==> config.mk <==
export PLATFORM = sky130hd
export DESIGN_NAME = pwm_capture_flat
export DESIGN_NICKNAME = d
export VERILOG_FILES = /design/src/rtl/pwm_capture_if.sv /design/src/rtl/pwm_capture.sv /design/src/flat_wrapper.sv
export SDC_FILE = /design/constraint.sdc
export NUM_CORES = 1
export LEC_CHECK = 0
export ABC_AREA = 1
export ABC_CLOCK_PERIOD_IN_PS = 3600
export CORE_MARGIN = 4
export CORE_UTILIZATION = 61
export DETAILED_ROUTE_END_ITERATION = 16
export PLACE_DENSITY_LB_ADDON = 0.3
export SKIP_CTS_REPAIR_TIMING = 1
export SLEW_MARGIN = 20
export SYNTH_ARGS = -nofsm -noshare
export SYNTH_HDL_FRONTEND = slang
export SYNTH_SLANG_ARGS = --single-unit
==> constraint.sdc <==
create_clock -name clk -period 3.6 [get_ports clk]
set_input_delay 0.72 -clock clk [delete_from_list [all_inputs] [get_ports clk]]
set_output_delay 0.72 -clock clk [all_outputs]
set_load 0.03 [all_outputs]
==> src/rtl/pwm_capture_if.sv <==
// PWM capture signal bundle: the measured PWM input and the per-period
// sample outputs (strobe, high time, period, stuck flag).
// master: the side that drives the PWM pin and consumes samples.
// slave : the capture block itself.
interface pwm_capture_if #(
  parameter int CNT_WIDTH = 16
);
  logic                 pin_in;
  logic                 o_ce;
  logic [CNT_WIDTH-1:0] o_high;
  logic [CNT_WIDTH-1:0] o_period;
  logic                 o_stuck;

  modport master (
    output pin_in,
    input  o_ce,
    input  o_high,
    input  o_period,
    input  o_stuck
  );

  modport slave (
    input  pin_in,
    output o_ce,
    output o_high,
    output o_period,
    output o_stuck
  );
endinterface

==> src/rtl/pwm_capture.sv <==
// pwm_capture: measures high time and period of an asynchronous PWM input
// in clk cycles and emits one sample per period with a one-cycle o_ce.
// Optional glitch filter: define PWM_CAPTURE_GLITCH_FILTER_EN to require
// FILT_LEN cycles of stable synchronized level before an input change counts.
//
// state   | meaning
// --------+-------------------------------------------------------------
// S_IDLE  | after reset; waiting for the first rise (partial period, no report)
// S_MEAS  | measuring; each rise reports the completed period
// S_STUCK | no rise for TIMEOUT cycles; repeat timeout report every TIMEOUT
module pwm_capture #(
  parameter int CNT_WIDTH = 16,
  parameter int TIMEOUT   = 1024,
  parameter int FILT_LEN  = 3
) (
  input  logic         clk,
  input  logic         rst_n,
  pwm_capture_if.slave bus
);

  typedef enum logic [1:0] {
    S_IDLE  = 2'd0,
    S_MEAS  = 2'd1,
    S_STUCK = 2'd2
  } state_t;

  localparam logic [CNT_WIDTH-1:0] CNT_MAX = '1;
  localparam logic [CNT_WIDTH-1:0] TO_VAL  = CNT_WIDTH'(TIMEOUT);

  // Reject parameter sets the timeout/filter logic cannot honour.
  if (TIMEOUT < 2 || FILT_LEN < 1) begin : g_param_chk
    $error("pwm_capture: TIMEOUT must be >= 2 and FILT_LEN >= 1");
  end

  state_t               state, state_nxt;
  logic                 sync_q1, s_pin, s_lvl, s_prev;
  logic                 rise, tmo;
  logic                 rpt_meas, rpt_stuck, clr_stuck;
  logic [CNT_WIDTH-1:0] per_cnt, hi_cnt;
  logic                 ce_q, stuck_q;
  logic [CNT_WIDTH-1:0] high_q, period_q;

  // Two-flop synchronizer for the asynchronous PWM pin.
  always_ff @(posedge clk or negedge rst_n) begin
    if (!rst_n) begin
      sync_q1 <= 1'b0;
      s_pin   <= 1'b0;
    end else begin
      sync_q1 <= bus.pin_in;
      s_pin   <= sync_q1;
    end
  end

`ifdef PWM_CAPTURE_GLITCH_FILTER_EN
  localparam int FW = (FILT_LEN > 1) ? $clog2(FILT_LEN) : 1;
  localparam logic [FW-1:0] STAB_LAST = FW'(FILT_LEN - 1);

  logic [FW-1:0] stab_cnt;
  logic          filt;

  // Filtered level follows s_pin only after FILT_LEN consecutive cycles at the new level.
  always_ff @(posedge clk or negedge rst_n) begin
    if (!rst_n) begin
      stab_cnt <= '0;
      filt     <= 1'b0;
    end else if (s_pin == filt) begin
      stab_cnt <= '0;
    end else if (stab_cnt == STAB_LAST) begin
      filt     <= s_pin;
      stab_cnt <= '0;
    end else begin
      stab_cnt <= stab_cnt + FW'(1);
    end
  end

  assign s_lvl = filt;
`else
  assign s_lvl = s_pin;
`endif

  // Edge history for rising-edge detection on the conditioned level.
  always_ff @(posedge clk or negedge rst_n) begin
    if (!rst_n) s_prev <= 1'b0;
    else        s_prev <= s_lvl;
  end

  assign rise = s_lvl & ~s_prev;
  assign tmo  = (per_cnt == TO_VAL);

  // FSM state register.
  always_ff @(posedge clk or negedge rst_n) begin
    if (!rst_n) state <= S_IDLE;
    else        state <= state_nxt;
  end

  // Next state and report decisions; a rise always wins over a timeout.
  always_comb begin
    state_nxt = state;
    rpt_meas  = 1'b0;
    rpt_stuck = 1'b0;
    clr_stuck = 1'b0;
    case (state)
      S_IDLE: begin
        if (rise) state_nxt = S_MEAS;
      end
      S_MEAS: begin
        if (rise) begin
          rpt_meas = 1'b1;
        end else if (tmo) begin
          rpt_stuck = 1'b1;
          state_nxt = S_STUCK;
        end
      end
      S_STUCK: begin
        if (rise) begin
          clr_stuck = 1'b1;
          state_nxt = S_MEAS;
        end else if (tmo) begin
          rpt_stuck = 1'b1;
        end
      end
      default: state_nxt = S_IDLE;
    endcase
  end

  // Period and high-time counters; restart on rise, rearm on timeout, else saturate-count.
  always_ff @(posedge clk or negedge rst_n) begin
    if (!rst_n) begin
      per_cnt <= '0;
      hi_cnt  <= '0;
    end else if (rise) begin
      per_cnt <= CNT_WIDTH'(1);
      hi_cnt  <= CNT_WIDTH'(1);
    end else if (rpt_stuck) begin
      per_cnt <= CNT_WIDTH'(1);
      hi_cnt  <= CNT_WIDTH'(s_lvl);
    end else begin
      if (per_cnt != CNT_MAX)           per_cnt <= per_cnt + CNT_WIDTH'(1);
      if (s_lvl && (hi_cnt != CNT_MAX)) hi_cnt  <= hi_cnt + CNT_WIDTH'(1);
    end
  end

  // Registered sample outputs.
  always_ff @(posedge clk or negedge rst_n) begin
    if (!rst_n) begin
      ce_q     <= 1'b0;
      high_q   <= '0;
      period_q <= '0;
      stuck_q  <= 1'b0;
    end else begin
      ce_q <= rpt_meas | rpt_stuck;
      if (rpt_meas) begin
        high_q   <= hi_cnt;
        period_q <= per_cnt;
        stuck_q  <= 1'b0;
      end else if (rpt_stuck) begin
        high_q   <= s_lvl ? TO_VAL : '0;
        period_q <= TO_VAL;
        stuck_q  <= 1'b1;
      end else if (clr_stuck) begin
        stuck_q  <= 1'b0;
      end
    end
  end

  assign bus.o_ce     = ce_q;
  assign bus.o_high   = high_q;
  assign bus.o_period = period_q;
  assign bus.o_stuck  = stuck_q;

endmodule
==> src/flat_wrapper.sv <==
// flat-port wrapper written by rule: the top's interface ports become plain ports
module pwm_capture_flat 
#(
  parameter int CNT_WIDTH = 16,
  parameter int TIMEOUT   = 1024,
  parameter int FILT_LEN  = 3
)
  (clk, rst_n, bus_pin_in, bus_o_ce, bus_o_high, bus_o_period, bus_o_stuck);
  pwm_capture_if #(.CNT_WIDTH(CNT_WIDTH)) bus_i ();
  input  logic clk;
  input  logic rst_n;
  input wire logic [$bits(bus_i.pin_in)-1:0] bus_pin_in;
  output wire logic [$bits(bus_i.o_ce)-1:0] bus_o_ce;
  output wire logic [$bits(bus_i.o_high)-1:0] bus_o_high;
  output wire logic [$bits(bus_i.o_period)-1:0] bus_o_period;
  output wire logic [$bits(bus_i.o_stuck)-1:0] bus_o_stuck;
  assign bus_i.pin_in = bus_pin_in;
  assign bus_o_ce = bus_i.o_ce;
  assign bus_o_high = bus_i.o_high;
  assign bus_o_period = bus_i.o_period;
  assign bus_o_stuck = bus_i.o_stuck;
  pwm_capture #(.CNT_WIDTH(CNT_WIDTH), .TIMEOUT(TIMEOUT), .FILT_LEN(FILT_LEN)) u_core (.clk(clk), .rst_n(rst_n), .bus(bus_i));
endmodule
* After elaboration in Yosys (flattened, before gate mapping) *
Index checks and enable logic that the tools add are counted.

word-level totals
  register bits = 71
  input port bits = 3
  word-level logic and storage cells = 56
  output and inout port bits = 34

operators by class
  equality and inequality tests = 8
  multiplexer cells = 24
  bitwise logic cells = 3
  $add $sub $neg = 2
  reduce and logical (&&, ||, !) cells = 9

operators by type and width
  operator                                                count
  2-to-1 mux 16 bit                                       10
  adder 16 x 1 -> 16 bit (second input constant)          2
  != test 16 bit (second input constant)                  2
  equality test 16 x 11 -> 1 bit (second input constant)  1
  2-to-1 mux 11 bit                                       1
  2-to-1 mux 1 bit                                        9
  nonzero test 3 bit                                      3
  2-to-1 mux 2 bit                                        3
  != test 2 x 1 -> 1 bit (second input constant)          2
  one-hot mux 2 bit (2 select lines)                      1
  OR reduction 2 bit                                      2
  AND reduction 3 bit                                     1
  equality test 2 x 1 -> 1 bit (second input constant)    1
  equality test 2 bit (second input constant)             1
  zero test 2 bit                                         1
  != test 2 bit (second input constant)                   1
  nonzero test 2 bit                                      1
  bitwise AND 1 bit                                       1
  logical AND 1 bit                                       1
  inverter 1 bit                                          1
  bitwise OR 1 bit                                        1

* Logic depth before layout (Yosys ltp) *
  depth after elaboration = 7
  mapped depth = 10
  mapped depth without buffers = 9

* Worst setup path before layout *
No wires, ideal clock.

  path type = flip-flop to flip-flop
  start point = register u_core.state[1]
  end point = register u_core.high_q[11], in the netlist u_core.bus.o_high[11]
  library setup time = 0.130 ns
  path buffers = 2
  stages on the path, launching flop included = 10
  data required time = 3.470 ns
  data arrival time = 1.397 ns
  clock period less this slack = 1.527 ns
  slack = 2.073 ns
  cell sequence = dfrtp_1 > inv_1 > ha_1 > buf_1 > nand2_2 > nand2_2 > inv_2 > buf_6 > nand2_1 > o21ai_1

on the way
  cells in the longest elaborated chain, start to end = 4
  elaborated cells on any way between the ends = 7
  classes of those cells = 2 x eq/ne; 3 x mux; 2 x reduce/logical

ends and longest elaborated chain
  element                                                                     line                source
  start, declared                                                             pwm_capture.sv:35   state_t state, state_nxt;
  start signal, assigned                                                      pwm_capture.sv:93   else state <= state_nxt;
  equality test 2 x 1 -> 1 bit / equality test 2 bit (equally long branches)  pwm_capture.sv:102  case (state)
  OR reduction 2 bit (no line)                                                -
  2-to-1 mux 1 bit                                                            -
  nonzero test 2 bit (no line)                                                -
  end signal, assigned                                                        pwm_capture.sv:153  high_q <= hi_cnt;
  end signal, assigned                                                        pwm_capture.sv:157  high_q <= s_lvl ? TO_VAL : '0;
  end, declared                                                               pwm_capture.sv:41   logic [CNT_WIDTH-1:0] high_q, period_q;

Parallel ways exist; a longest one is shown, timed or not.
A chain may end at the register's enable or synchronous reset.

* Worst setup path in the final report *
  start point = register u_core.s_pin, in the netlist u_core.s_lvl
  end point = register u_core.period_q[11], in the netlist u_core.bus.o_period[11]

on the way
  cells in the longest elaborated chain, start to end = 4
  elaborated cells on any way between the ends = 7
  classes of those cells = 5 x mux; 1 x bitwise; 1 x reduce/logical

ends and longest elaborated chain
  element                                                         line                                    source
  start, declared                                                 pwm_capture.sv:36                       logic sync_q1, s_pin, s_lvl, s_prev;
  start signal, assigned                                          pwm_capture.sv:50                       s_pin <= sync_q1;
  bitwise AND 1 bit *                                             pwm_capture.sv:87                       assign rise = s_lvl & ~s_prev;
  2-to-1 mux 1 bit (on tied branches)                             pwm_capture.sv:107, pwm_capture.sv:115
  2-to-1 mux 1 bit (on tied branches)                             -
  2-to-1 mux 16 bit / nonzero test 2 bit (equally long branches)  -
  end signal, assigned                                            pwm_capture.sv:154                      period_q <= per_cnt;
  end, declared                                                   pwm_capture.sv:41

Every way passes the cells marked *; elsewhere a longest branch is shown, timed or not.

==> flow_summary.yaml <==
min_path:
  hold_path_end: "u_core.s_lvl"
  hold_depth: 0
  hold_start: "u_core.sync_q1"
  min-delay-path-class: "flop to flop"
clocking:
  cts.sinks: 71
  clk_pin_slew_ns: 0.08
  insertion_delay_ns: 0.35
  cts_tree: "built"
  h-tree-depth: 3
  cts_buffers: 9
  cts_buffer_depth: 2
  cts-root-buf: "clkbuf_8"
timing:
  tns_ns: 0
  skew_ns: 0.00797
  setup_viol: 0
  worst_slack_ns: 1.03
  rsz0062_at_grt: "false"
  clock.fmax_mhz: 389
  hold_viol_final: 0
  slew_headroom_pct: 45.0
  worst_pin_slew_ns: 0.825
  finalCriticalPeriod_ns: 2.57
  slew_violations: 0
  min_period_over_period_pct: 71.4
place:
  place_congestion: 0.984
  placed_cells: 551
  hpwlAfterDp_mm: 6.06
  pre_cts_ws_ns: 1.09
  port-buffer-count: 36
detailed_routing:
  ant_nets: 0
  wl_mm: 8.92
  num_vias: 3279
  dr.pass1.iters: 7
  drc: 0
  via_per_inst: 5.78
  drt-initial-drc-count: 286
  post_drt_wl_per_cell_um: 15.7
run:
  maxCapViolCount: 0
power:
  power_mw: 2.29
  max-vdd-ir-drop_mv: 0.385
  power.density_nw_per_um2: 543
  p_leak_nw: 2.03
global_route:
  grt_pass1_vias: 3099
  overflow: 0
  globalRouteTotalUtil_pct: 26.1
  antenna_found_initial: 0
  use_met3_pct: 6.12
  grt_pass1_wl_mm: 15.0
  grt_max_degree: 39
  gr-usage-met1_pct: 36.9
  gr-max-usage-layer: "met2"
  grt_util_met2_pct: 39.5
final_layout:
  finish.utilization_pct: 74.9
  register_area_um2: 1780
  diodes: 0
  final_cell_mix: "135 x nand2_1, 71 x dfrtp_1, 48 x nand3_1"
  drive_gt1_share_pct: 9.90
  area_growth_pct: 16.7
  nFillCells: 405
  multiInputGateArea_um2: 1560
  final_nets: 499
  fin_cells: 567
  layout_commonest_cell: "nand2_1"
die:
  io_pins: 37
  dieArea_um2: 7230
  die_w_um: 85.0
  core_um2: 5640
  start_util_pct: 64.2
  die-height_um: 85.0
  rows: 27
worst_setup_path:
  cpMostUsedCell: "nand2_2"
  required_ns: 3.87
  reg2reg_depth: 7
  crit_path_end_kind: "flop"
  crit_chain: "nand2_2 > inv_2 > nand2_2 > nand2_2 > inv_2 > nand2_1 > o21ai_1"
  crit_arrival_ns: 2.84
  max_stage_delay_ns: 0.48
  rrSetupSlack_ns: 1.03
  r2r-end: "u_core.bus.o_period[11]"
  cp_slowest_cell: "dfrtp_1"
  startpoint_type: "flop"
  crit_type: "flop to flop"
  critPathTopFamily: "simple AND/OR/NAND/NOR gates"
  reg2reg_from: "u_core.s_lvl"
  crit_buf_inv: 2
  cp_max_fo: 31
synth:
  synth_cells: 456
  synth-main-ff-cell: "dfrtp_1"
  yosys_warnings: 0
  avgSynthCellArea_um2: 7.94
  yosysUniqueCellTypes: 32
  netlist_area_um2: 3620
  yosysSeqAreaShare_pct: 49.1
  synth_edf_count: 0
  ys_ff_latch: 71
  async_flop_share_pct: 100
  syn_nets: 465
run_status:
  outcome: "completed"
layout make-up:
type	instances	share of cell area, %
clock inverter	6	2.58
clock buffer	10	3.02
sequential	71	42.0
timing repair buffer	37	8.88
multi-input combinational	321	36.9
inverter	50	4.47
tap	72	2.13
kinds of logic after synthesis:
logic type               Yosys count  share of synthesized area, %
AND/OR/NAND/NOR                  269                          33.9
flip-flops                        71                          49.1
buffers and inverters             64                          7.91
AO/OA/AOI/OAI                     44                          6.57
adder cells (fa/ha/maj)            6                          2.07
XOR/XNOR                           2                         0.484
routing by layer:
layer	up-vias	share of wire, %
met1	1554	44
met2	154	46
met4	0	2.2
li1	1543	-
met5	-	0
met3	28	7.5
sequential cells by signal, summed over array words and instances, names as in the netlist, 2 cells and up:
register / count
u_core.per_cnt: 16
u_core.bus.o_period: 16
u_core.state: 2
u_core.bus.o_high: 16
u_core.hi_cnt: 16
worst reg2reg max path, stage by stage, from the launching register on:
cell and delay, ns:
dfrtp_1 0.48, nand2_2 0.46, inv_2 0.22, nand2_2 0.48, nand2_2 0.15, inv_2 0.42, nand2_1 0.16, o21ai_1 0.11
where the power goes:
part / internal, mW / total, mW / switching [mW]
combinational: 0.196 / 0.561 / 0.365
sequential: 0.887 / 0.968 / 0.0805
clock: 0.459 / 0.765 / 0.306
total: 1.54 / 2.29 / 0.752
synth_stat cells, types with 2 or more instances:
library cell	n	area share, %
nand2_1	135	14
dfrtp_1	71	49
nand3_1	48	6.6
nor2_1	40	4.1
inv_1	38	3.9
o21ai_1	28	3.9
nand4_1	19	3.3
inv_2	11	1.1
nor3_1	8	1.1
o21ai_0	7	0.97
ha_1	6	2.1
nand2_2	5	0.86
buf_6	4	1.2
clkbuf_1	4	0.41
nor2_2	4	0.69
a21oi_1	3	0.41
buf_2	3	0.41
o31ai_1	3	0.62
a21oi_2	2	0.48
buf_1	2	0.21
nor2_4	2	0.62
nor3_2	2	0.55
xor2_1	2	0.48
worst max path at each step:
| stage | start | to | cells after the start |
|---|---|---|---|
| after floorplan | u_core.state[1] | u_core.bus.o_high[11] | 9 |
| after global placement | u_core.s_lvl | u_core.bus.o_period[3] | 7 |
| after detailed placement | u_core.s_lvl | u_core.bus.o_period[11] | 7 |
| after CTS | u_core.s_lvl | u_core.bus.o_period[11] | 7 |
| after global routing | u_core.s_lvl | u_core.bus.o_period[11] | 7 |
| final | u_core.s_lvl | u_core.bus.o_period[11] | 7 |
per-stage QoR:
stage	hold WS [ns]	instance area (um2)
6_report	0.361	4230
5_1_grt	0.371	4230
4_1_cts	0.362	4230
3_5_place_dp	0.344	3990
3_3_place_gp	0.349	3990
2_1_floorplan	0.331	3620
No activity file was read; power rests on OpenSTA's default activity.
